===== src/rtl/fb_spi_loader_if.sv =====
// fb_spi_loader_if
//   Bundles the SPI pins coming from the IO controller and the framebuffer
//   RAM write port driven by fb_spi_loader.
//   Ports (signals):
//     SPI_SCK, SPI_SS2, SPI_DI : SPI clock, active-low select, data (IO side drives)
//     ram_addr[ADDR_W-1:0]     : RAM write address
//     ram_data[15:0]           : RAM write data (8 pixels, pixel 0 in [1:0])
//     ram_wren                 : write strobe
//     busy, fill_done          : fill status
//   Modports: master = IO controller / RAM side, slave = fb_spi_loader.
//   Handshake: ram_wren is a valid-only strobe with no ready. The RAM takes a
//   word on every clk_ram cycle in which ram_wren is high, and ram_addr/ram_data
//   are only meaningful in those cycles (they hold their last value otherwise).
interface fb_spi_loader_if #(
  parameter int ADDR_W = 13
);
  logic              SPI_SCK;
  logic              SPI_SS2;
  logic              SPI_DI;
  logic [ADDR_W-1:0] ram_addr;
  logic [15:0]       ram_data;
  logic              ram_wren;
  logic              busy;
  logic              fill_done;

  modport master (
    output SPI_SCK, SPI_SS2, SPI_DI,
    input  ram_addr, ram_data, ram_wren, busy, fill_done
  );

  modport slave (
    input  SPI_SCK, SPI_SS2, SPI_DI,
    output ram_addr, ram_data, ram_wren, busy, fill_done
  );
endinterface


===== src/rtl/fb_spi_loader.sv =====
// fb_spi_loader
//   Writer side of the 256x256 2bpp framebuffer. Receives an SPI byte stream,
//   assembles 16-bit pixel words and writes them to the RAM write port, all
//   on clk_ram. Address = {row[7:0], word_col[4:0]}.
//   Commands (first byte after SS falls):
//     0x01 addr_h addr_l {data_h data_l}*  : burst write, address auto-increments
//     0x02 pat_h pat_l                     : fill whole RAM with pattern
//                                            (only when FB_FILL_EN is defined)
//   Ports:
//     clk_ram   : RAM clock, the only clock
//     reset_n   : asynchronous active-low reset
//     bus       : fb_spi_loader_if.slave (SPI pins in, RAM write port + status out)
//     dbg_state : current FSM state encoding
//   Build option: define FB_FILL_EN to include the fill command; otherwise
//   busy and fill_done are tied low and 0x02 is an unknown command.
module fb_spi_loader #(
  parameter int ADDR_W   = 13,
  parameter int SYNC_LEN = 2
) (
  input  logic                    clk_ram,
  input  logic                    reset_n,
  fb_spi_loader_if.slave          bus,
  output logic [3:0]              dbg_state
);

  typedef logic [ADDR_W-1:0] addr_t;
  localparam addr_t ADDR_ONE = addr_t'(1);

  typedef enum logic [3:0] {
    S_IDLE   = 4'd0,
    S_CMD    = 4'd1,
    S_ADDR_H = 4'd2,
    S_ADDR_L = 4'd3,
    S_DATA_H = 4'd4,
    S_DATA_L = 4'd5,
    S_PAT_H  = 4'd6,
    S_PAT_L  = 4'd7,
    S_FILL   = 4'd8,
    S_IGNORE = 4'd9
  } state_t;

  // ---------------- input synchronizers and edge detect ----------------
  // SS resets to the idle (high) level so reset release never fakes an SS edge.
  logic [SYNC_LEN-1:0] sck_s, ss_s, di_s;
  logic                sck_q, ss_q;
  logic                sck_sync, ss_sync, di_sync;
  logic                sck_rise, ss_rise, ss_fall;

  assign sck_sync = sck_s[SYNC_LEN-1];
  assign ss_sync  = ss_s[SYNC_LEN-1];
  assign di_sync  = di_s[SYNC_LEN-1];
  assign sck_rise = sck_sync & ~sck_q;
  assign ss_rise  = ss_sync & ~ss_q;
  assign ss_fall  = ~ss_sync & ss_q;

  always_ff @(posedge clk_ram or negedge reset_n) begin
    if (!reset_n) begin
      sck_s <= '0;
      ss_s  <= '1;
      di_s  <= '0;
      sck_q <= 1'b0;
      ss_q  <= 1'b1;
    end else begin
      sck_s <= {sck_s[SYNC_LEN-2:0], bus.SPI_SCK};
      ss_s  <= {ss_s[SYNC_LEN-2:0], bus.SPI_SS2};
      di_s  <= {di_s[SYNC_LEN-2:0], bus.SPI_DI};
      sck_q <= sck_sync;
      ss_q  <= ss_sync;
    end
  end

  // ---------------- byte assembler ----------------
  // byte_vld is a registered one-cycle pulse; the FSM consumes it the
  // following cycle, which gives the fixed SYNC_LEN+2 pin-to-strobe latency.
  logic [2:0] bit_cnt;
  logic [6:0] shreg;
  logic [7:0] byte_q;
  logic       byte_vld;

  always_ff @(posedge clk_ram or negedge reset_n) begin
    if (!reset_n) begin
      bit_cnt  <= 3'd0;
      shreg    <= '0;
      byte_q   <= '0;
      byte_vld <= 1'b0;
    end else begin
      byte_vld <= 1'b0;
      if (ss_rise) begin
        bit_cnt <= 3'd0;
      end else if (sck_rise && !ss_sync) begin
        shreg   <= {shreg[5:0], di_sync};
        bit_cnt <= bit_cnt + 3'd1;
        if (bit_cnt == 3'd7) begin
          byte_q   <= {shreg, di_sync};
          byte_vld <= 1'b1;
        end
      end
    end
  end

  // ---------------- command FSM and write port ----------------
  state_t      state;
  logic [7:0]  hi_q;
  addr_t       addr;
  addr_t       addr_q;
  logic [15:0] data_q;
  logic        wren_q;
`ifdef FB_FILL_EN
  logic [15:0] pat_q;
  logic        busy_q;
  logic        done_q;
`endif

  always_ff @(posedge clk_ram or negedge reset_n) begin
    if (!reset_n) begin
      state  <= S_IDLE;
      hi_q   <= '0;
      addr   <= '0;
      addr_q <= '0;
      data_q <= '0;
      wren_q <= 1'b0;
`ifdef FB_FILL_EN
      pat_q  <= '0;
      busy_q <= 1'b0;
      done_q <= 1'b0;
`endif
    end else begin
      wren_q <= 1'b0;
`ifdef FB_FILL_EN
      busy_q <= 1'b0;
      done_q <= 1'b0;
      // A running fill ignores all SPI activity, including SS edges.
      if (state == S_FILL) begin
        wren_q <= 1'b1;
        addr_q <= addr;
        data_q <= pat_q;
        busy_q <= 1'b1;
        addr   <= addr + ADDR_ONE;
        if (&addr) begin
          done_q <= 1'b1;
          // An SS rise during the fill was swallowed, so look at the level.
          state  <= ss_sync ? S_IDLE : S_IGNORE;
        end
      end else
`endif
      if (ss_rise) begin
        state <= S_IDLE;
      end else if (state == S_IDLE) begin
        if (ss_fall) state <= S_CMD;
      end else if (byte_vld) begin
        case (state)
          S_CMD: begin
            if (byte_q == 8'h01) state <= S_ADDR_H;
`ifdef FB_FILL_EN
            else if (byte_q == 8'h02) state <= S_PAT_H;
`endif
            else state <= S_IGNORE;
          end
          S_ADDR_H: begin
            hi_q  <= byte_q;
            state <= S_ADDR_L;
          end
          S_ADDR_L: begin
            addr  <= addr_t'({hi_q, byte_q});
            state <= S_DATA_H;
          end
          S_DATA_H: begin
            hi_q  <= byte_q;
            state <= S_DATA_L;
          end
          S_DATA_L: begin
            wren_q <= 1'b1;
            addr_q <= addr;
            data_q <= {hi_q, byte_q};
            addr   <= addr + ADDR_ONE;
            state  <= S_DATA_H;
          end
`ifdef FB_FILL_EN
          S_PAT_H: begin
            hi_q  <= byte_q;
            state <= S_PAT_L;
          end
          S_PAT_L: begin
            pat_q  <= {hi_q, byte_q};
            addr   <= '0;
            busy_q <= 1'b1;
            state  <= S_FILL;
          end
`endif
          default: ;
        endcase
      end
    end
  end

  assign bus.ram_addr = addr_q;
  assign bus.ram_data = data_q;
  assign bus.ram_wren = wren_q;
`ifdef FB_FILL_EN
  assign bus.busy      = busy_q;
  assign bus.fill_done = done_q;
`else
  assign bus.busy      = 1'b0;
  assign bus.fill_done = 1'b0;
`endif
  assign dbg_state = state;

endmodule


===== src/flat_wrapper.sv =====
// flat-port wrapper written by rule: the top's interface ports become plain ports
module fb_spi_loader_flat 
#(
  parameter int ADDR_W   = 13,
  parameter int SYNC_LEN = 2
)
  (clk_ram, reset_n, dbg_state, bus_SPI_SCK, bus_SPI_SS2, bus_SPI_DI, bus_ram_addr, bus_ram_data, bus_ram_wren, bus_busy, bus_fill_done);
  fb_spi_loader_if #(.ADDR_W(ADDR_W)) bus_i ();
  input  logic clk_ram;
  input  logic reset_n;
  output logic [3:0] dbg_state;
  input wire logic [$bits(bus_i.SPI_SCK)-1:0] bus_SPI_SCK;
  input wire logic [$bits(bus_i.SPI_SS2)-1:0] bus_SPI_SS2;
  input wire logic [$bits(bus_i.SPI_DI)-1:0] bus_SPI_DI;
  output wire logic [$bits(bus_i.ram_addr)-1:0] bus_ram_addr;
  output wire logic [$bits(bus_i.ram_data)-1:0] bus_ram_data;
  output wire logic [$bits(bus_i.ram_wren)-1:0] bus_ram_wren;
  output wire logic [$bits(bus_i.busy)-1:0] bus_busy;
  output wire logic [$bits(bus_i.fill_done)-1:0] bus_fill_done;
  assign bus_i.SPI_SCK = bus_SPI_SCK;
  assign bus_i.SPI_SS2 = bus_SPI_SS2;
  assign bus_i.SPI_DI = bus_SPI_DI;
  assign bus_ram_addr = bus_i.ram_addr;
  assign bus_ram_data = bus_i.ram_data;
  assign bus_ram_wren = bus_i.ram_wren;
  assign bus_busy = bus_i.busy;
  assign bus_fill_done = bus_i.fill_done;
  fb_spi_loader #(.ADDR_W(ADDR_W), .SYNC_LEN(SYNC_LEN)) u_core (.clk_ram(clk_ram), .reset_n(reset_n), .bus(bus_i), .dbg_state(dbg_state));
endmodule

===== config.mk =====
export PLATFORM = sky130hd
export DESIGN_NAME = fb_spi_loader_flat
export DESIGN_NICKNAME = d
export VERILOG_FILES = /design/src/rtl/fb_spi_loader_if.sv /design/src/rtl/fb_spi_loader.sv /design/src/flat_wrapper.sv
export SDC_FILE = /design/constraint.sdc
export NUM_CORES = 1
export LEC_CHECK = 0
export ABC_CLOCK_PERIOD_IN_PS = 1900
export BUFFER_PORTS_ARGS = -buffer_cell sky130_fd_sc_hd__buf_2
export CAP_MARGIN = 30
export CORE_ASPECT_RATIO = 0.8
export CORE_MARGIN = 3
export CORE_UTILIZATION = 44
export CTS_BUF_LIST = sky130_fd_sc_hd__clkbuf_8
export CTS_CLUSTER_DIAMETER = 100
export DETAILED_ROUTE_END_ITERATION = 8
export GPL_ROUTABILITY_DRIVEN = 0
export GPL_TIMING_DRIVEN = 0
export PLACE_DENSITY_LB_ADDON = 0.3
export SETUP_SLACK_MARGIN = 0.3
export SYNTH_ARGS = -nofsm -noshare
export SYNTH_HDL_FRONTEND = slang
export SYNTH_SLANG_ARGS = --single-unit

===== constraint.sdc =====
create_clock -name clk_ram -period 1.9 [get_ports clk_ram]
set_input_delay 0 -clock clk_ram [delete_from_list [all_inputs] [get_ports clk_ram]]
set_output_delay 0 -clock clk_ram [all_outputs]
set_load 0.1 [all_outputs]

==> reports/results.txt <==
The run finished with clean final reports. For the final design utilization, the log shows 0.6011. The run gives 2525 as the via total after detailed routing. The critical path is of the reg2reg type. The worst register-to-register path ends at u_core.bus.ram_data[13]$_DFFE_PN0P_.

The placement row count is 29, and the async set-reset flop share out of synthesis is 1.000. The total routing usage reported by global routing was 0.1753. Measured in cells, the most critical reg-to-reg path has a length of 7.

The setup slack on the worst flop-to-flop path is 0.14 ns, and the violation count after the first detailed-route iteration is 135. The logs give 4 for the number of iterations in the first detailed-routing pass and 9 for the number of buffers created by CTS. For the share of total power in the clock network, the log shows 0.312.

The worst register-to-register path begins at u_core.dbg_state[2]$_DFFE_PN0P_. The clock tree synthesis step divided the H-tree into 3 levels. Counting flops with a built-in enable in the synthesized netlist gives 0. The sequential cell fraction of total power is 0.529. The number of maximum-capacitance constraint violations was 0; the instance area at placement was 4131 µm².

For this design the total switching power over the nets is 1078 µW. In the final routed layout, each cell accounts on average for 17.35 µm. For the sequential-to-total area share from yosys stat, the log shows 0.5536.

The mean instance size in the synthesized netlist is 13.65 µm². The Yosys step of the flow raised 0 warnings. Summing every instance area after synthesis gives 3714 µm². Data on the critical path arrives at its endpoint at 1.99 ns. Number of antenna violations at the first check in global routing: 0. The die covers 9585 µm². The first global-routing pass estimated 12910 µm of wire.

Traced cell by cell, the critical path runs through buf_8 -> buf_6 -> and4bb_1 -> buf_6 -> nand3_4 -> buf_12 -> mux2_4. For this design, the slowest cell found on the critical path is dfrtp_4. The required time of the critical path was 2.13 ns.

TritonCTS built the clock tree. Summing all multi-input logic gate instances after layout gives 1760 µm². Across the VDD grid, the largest voltage drop is 391.9 µV. The via count of the first global-routing pass was 2526. The count of cell types in the netlist is 53, and the register cell area after layout is 2073 µm². The tree is rooted in a clkbuf_8. For this run the aggregate overflow at the end of global routing stands at 0.

The worst setup path is captured at a flop. The worst-skew pair later-pin latency was 0.35 ns. The cell count after synthesis came out at 272. The overall routed net length came out at 8000 µm. Summing all non-filler instances in the final layout gives an area of 4842 µm².

The detailed-route vias per instance came out at 5.477. Fraction of layout cells with a size suffix above 1: 0.5552. The run gives 8055 µm² as the total core area. Entering global routing, the biggest net connects 60 pins.

Subtracting the final worst setup slack from the clock period gives 1.757 ns. Setup repair after global routing could not meet its margin everywhere. Among the stages of the critical path, the cell type that occurs most often is buf_6. The final-stage net count came out at 356. Clock transition at the registers of the reported paths: 0.08 ns. After synthesis the netlist holds a flip-flop and latch count of 82. On the worst path, the slowest cell contributes a delay of 0.48 ns. The tools report the combinational share of power as 0.158. The final worst-path cycle share is 0.9245, and the internal power component is 2600 µW.

Compared with the post-synthesis result, the final layout area differs by 30.39%. The tools report the kind of start point of the critical path as a flop. In this run the tool buffered the top-level ports with 38 buffer cells.

The detail route stage leaves a number of antenna-violating nets equal to 0. In the synthesized netlist the dominant register cell turns out to be dfrtp_1. On the final layout, the worst clock skew is 0.01339 ns. Along the worst path, the maximum fanout reaches 10. Derived from the worst setup path, the maximum achievable clock frequency is 0.5693 GHz. For this run, design rule violations remaining after detail routing come to 0.

In this run the power density over the cells is 759.8 nW/µm². For this design the static power due to leakage is 0.002439 µW. The die is 88.17 µm tall. The number of diodes added for antenna fixing came out at 0. The type of the worst min-delay path is in2async.

Counting the fill cells in the layout gives 644. Top cell family by delay on the critical path: buffers and inverters. For the estimated wirelength of the detail-placed design, the log shows 4968 µm. The initial cell density of the core was 0.4610. The number of slew-limit violations in the final report was 0. The chip width was 108.7 µm. The total of endpoints with negative setup slack in the final report came out at 0. Counting along the longest clock path gives a buffer depth of 2.

Number of primary I/O pins: 41. Together, buffers and inverters on the worst path number 4. The switching fraction of total power was 0.2931.

The tools report the total count of hold-check failures in the final report as 0. The clock net in this run drives a total of 82 sinks.
## what timing repair did
action	CTS	global route
hold endpoints to repair	85	0
pin swaps	5	19
setup buffers	14	4
endpoints found under the setup margin	61	61
gates cloned	2	1
resized for setup	24	51
hold buffers	4	0
## cells in the mapped netlist, types with 2 or more instances
library cell | instances | area share
nand2b_1 | 2 | 0.0034
and4_1 | 2 | 0.0047
o21ai_1 | 6 | 0.0081
a2bb2oi_1 | 7 | 0.017
o22ai_1 | 7 | 0.012
mux2_2 | 7 | 0.021
clkbuf_1 | 5 | 0.0051
buf_2 | 4 | 0.0054
buf_4 | 5 | 0.010
buf_6 | 5 | 0.015
o31ai_1 | 2 | 0.0040
nand2_1 | 24 | 0.024
o21ai_0 | 2 | 0.0027
mux2i_1 | 2 | 0.0054
nor2_1 | 4 | 0.0040
dfstp_2 | 3 | 0.021
mux2_4 | 37 | 0.15
nand3_1 | 8 | 0.011
a21oi_1 | 13 | 0.018
mux2_1 | 8 | 0.024
nor2b_1 | 2 | 0.0034
inv_2 | 2 | 0.0020
and3_1 | 4 | 0.0067
ha_1 | 3 | 0.010
dfrtp_1 | 79 | 0.53
and2_1 | 2 | 0.0034
## routing by layer
metal	GRT usage	up-vias	part of all wire
met3	0.04053	12	0.050
met1	0.2467	1303	0.46
met2	0.2709	69	0.48
met5	0	-	0
met4	0.05619	0	0.014
li1	-	1141	-
## state kept, by name, summed over array words and instances (netlist names)
name	cells
u_core.sck_q	1
u_core.bus.ram_wren	1
u_core.sck_s	2
u_core.bus.ram_data	16
u_core.di_s	2
u_core.shreg	7
u_core.ss_s	2
u_core.dbg_state	4
u_core.addr	13
u_core.byte_q	8
u_core.bit_cnt	3
u_core.hi_q	8
u_core.byte_vld	1
u_core.ss_q	1
u_core.bus.ram_addr	13
## logic make-up (layout without fill, tap and decap cells)
group           Yosys count  after routing  synth area share
compound gates           47             47           0.08558
mux                      54             54            0.2005
fa+ha+maj                 3              3           0.01011
buf+inv                  21            101           0.03774
other cells               1              2          0.001010
flops                    82             82            0.5536
simple gates             63             63            0.1041
xor+xnor                  1              1          0.007413
## worst reg2reg max path, delay by kind of cell, from the launching register on
kind | cells | cell delay [ns]
multiplexers | 1 | 0.31
flip-flops | 1 | 0.48
buffers and inverters | 4 | 0.55
AND/OR/NAND/NOR | 2 | 0.31
## power groups by stage
stage | clock [µW] | combinational, µW | sequential, µW
2_1_floorplan | 0 | 218 | 2090
3_3_place_gp | 0 | 441 | 1970
3_5_place_dp | 0 | 456 | 1970
4_1_cts | 1180 | 537 | 1940
5_1_grt | 1250 | 624 | 1960
6_report | 1150 | 583 | 1950
## how the worst max path moves through the flow
stage | from | depth (start not counted) | slack, ns | end
final | u_core.dbg_state[2]$_DFFE_PN0P_ | 7 | 0.14 | u_core.bus.ram_data[13]$_DFFE_PN0P_
after floorplan | u_core.dbg_state[1]$_DFFE_PN0P_ | 5 | 0.004 | u_core.hi_q[0]$_DFFE_PN0P_
after detailed placement | u_core.ss_q$_DFF_PN1_ | 4 | 0.02 | u_core.hi_q[2]$_DFFE_PN0P_
after global routing | u_core.dbg_state[2]$_DFFE_PN0P_ | 5 | 0.09 | u_core.dbg_state[1]$_DFFE_PN0P_
after global placement | reset_n | 1 | -0.07 | u_core.dbg_state[0]$_DFFE_PN0P_
after CTS | u_core.dbg_state[1]$_DFFE_PN0P_ | 6 | 0.17 | u_core.bus.ram_data[14]$_DFFE_PN0P_
## area by class of cell
type | count | share of cell area
Buffer | 19 | 0.04341
Clock buffer | 10 | 0.02842
Timing Repair Buffer | 64 | 0.09845
Tap cell | 108 | 0.02791
Sequential cell | 82 | 0.4282
Multi-Input combinational cell | 170 | 0.3636
Inverter | 2 | 0.001550
Clock inverter | 6 | 0.008527
## through the flow
stage | TNS, ns | instances | hold WS (ns) | power (µW) | worst slack, ns
global route | 0 | 461 | 0.1250 | 3839 | 0.08935
global placement | -0.2546 | 419 | 0.1065 | 2410 | -0.06501
CTS | 0 | 456 | 0.1076 | 3660 | 0.1734
finish | 0 | 461 | 0.1011 | 3679 | 0.1435
detailed placement | 0 | 420 | -0.06890 | 2430 | 0.01617
floorplan | 0 | 273 | -0.2956 | 2311 | 0.003704
## cells in the final DEF (no fill, tap or decap), types with 7 or more instances in the layout
cell type  count
a21oi_2        9
buf_2         38
buf_4         19
clkbuf_8      10
dfrtp_1       73
mux2_1         8
mux2_2         7
mux2_4        37
nand2_1       17
nand3_1        7
Power figures use the tool's default switching activity.
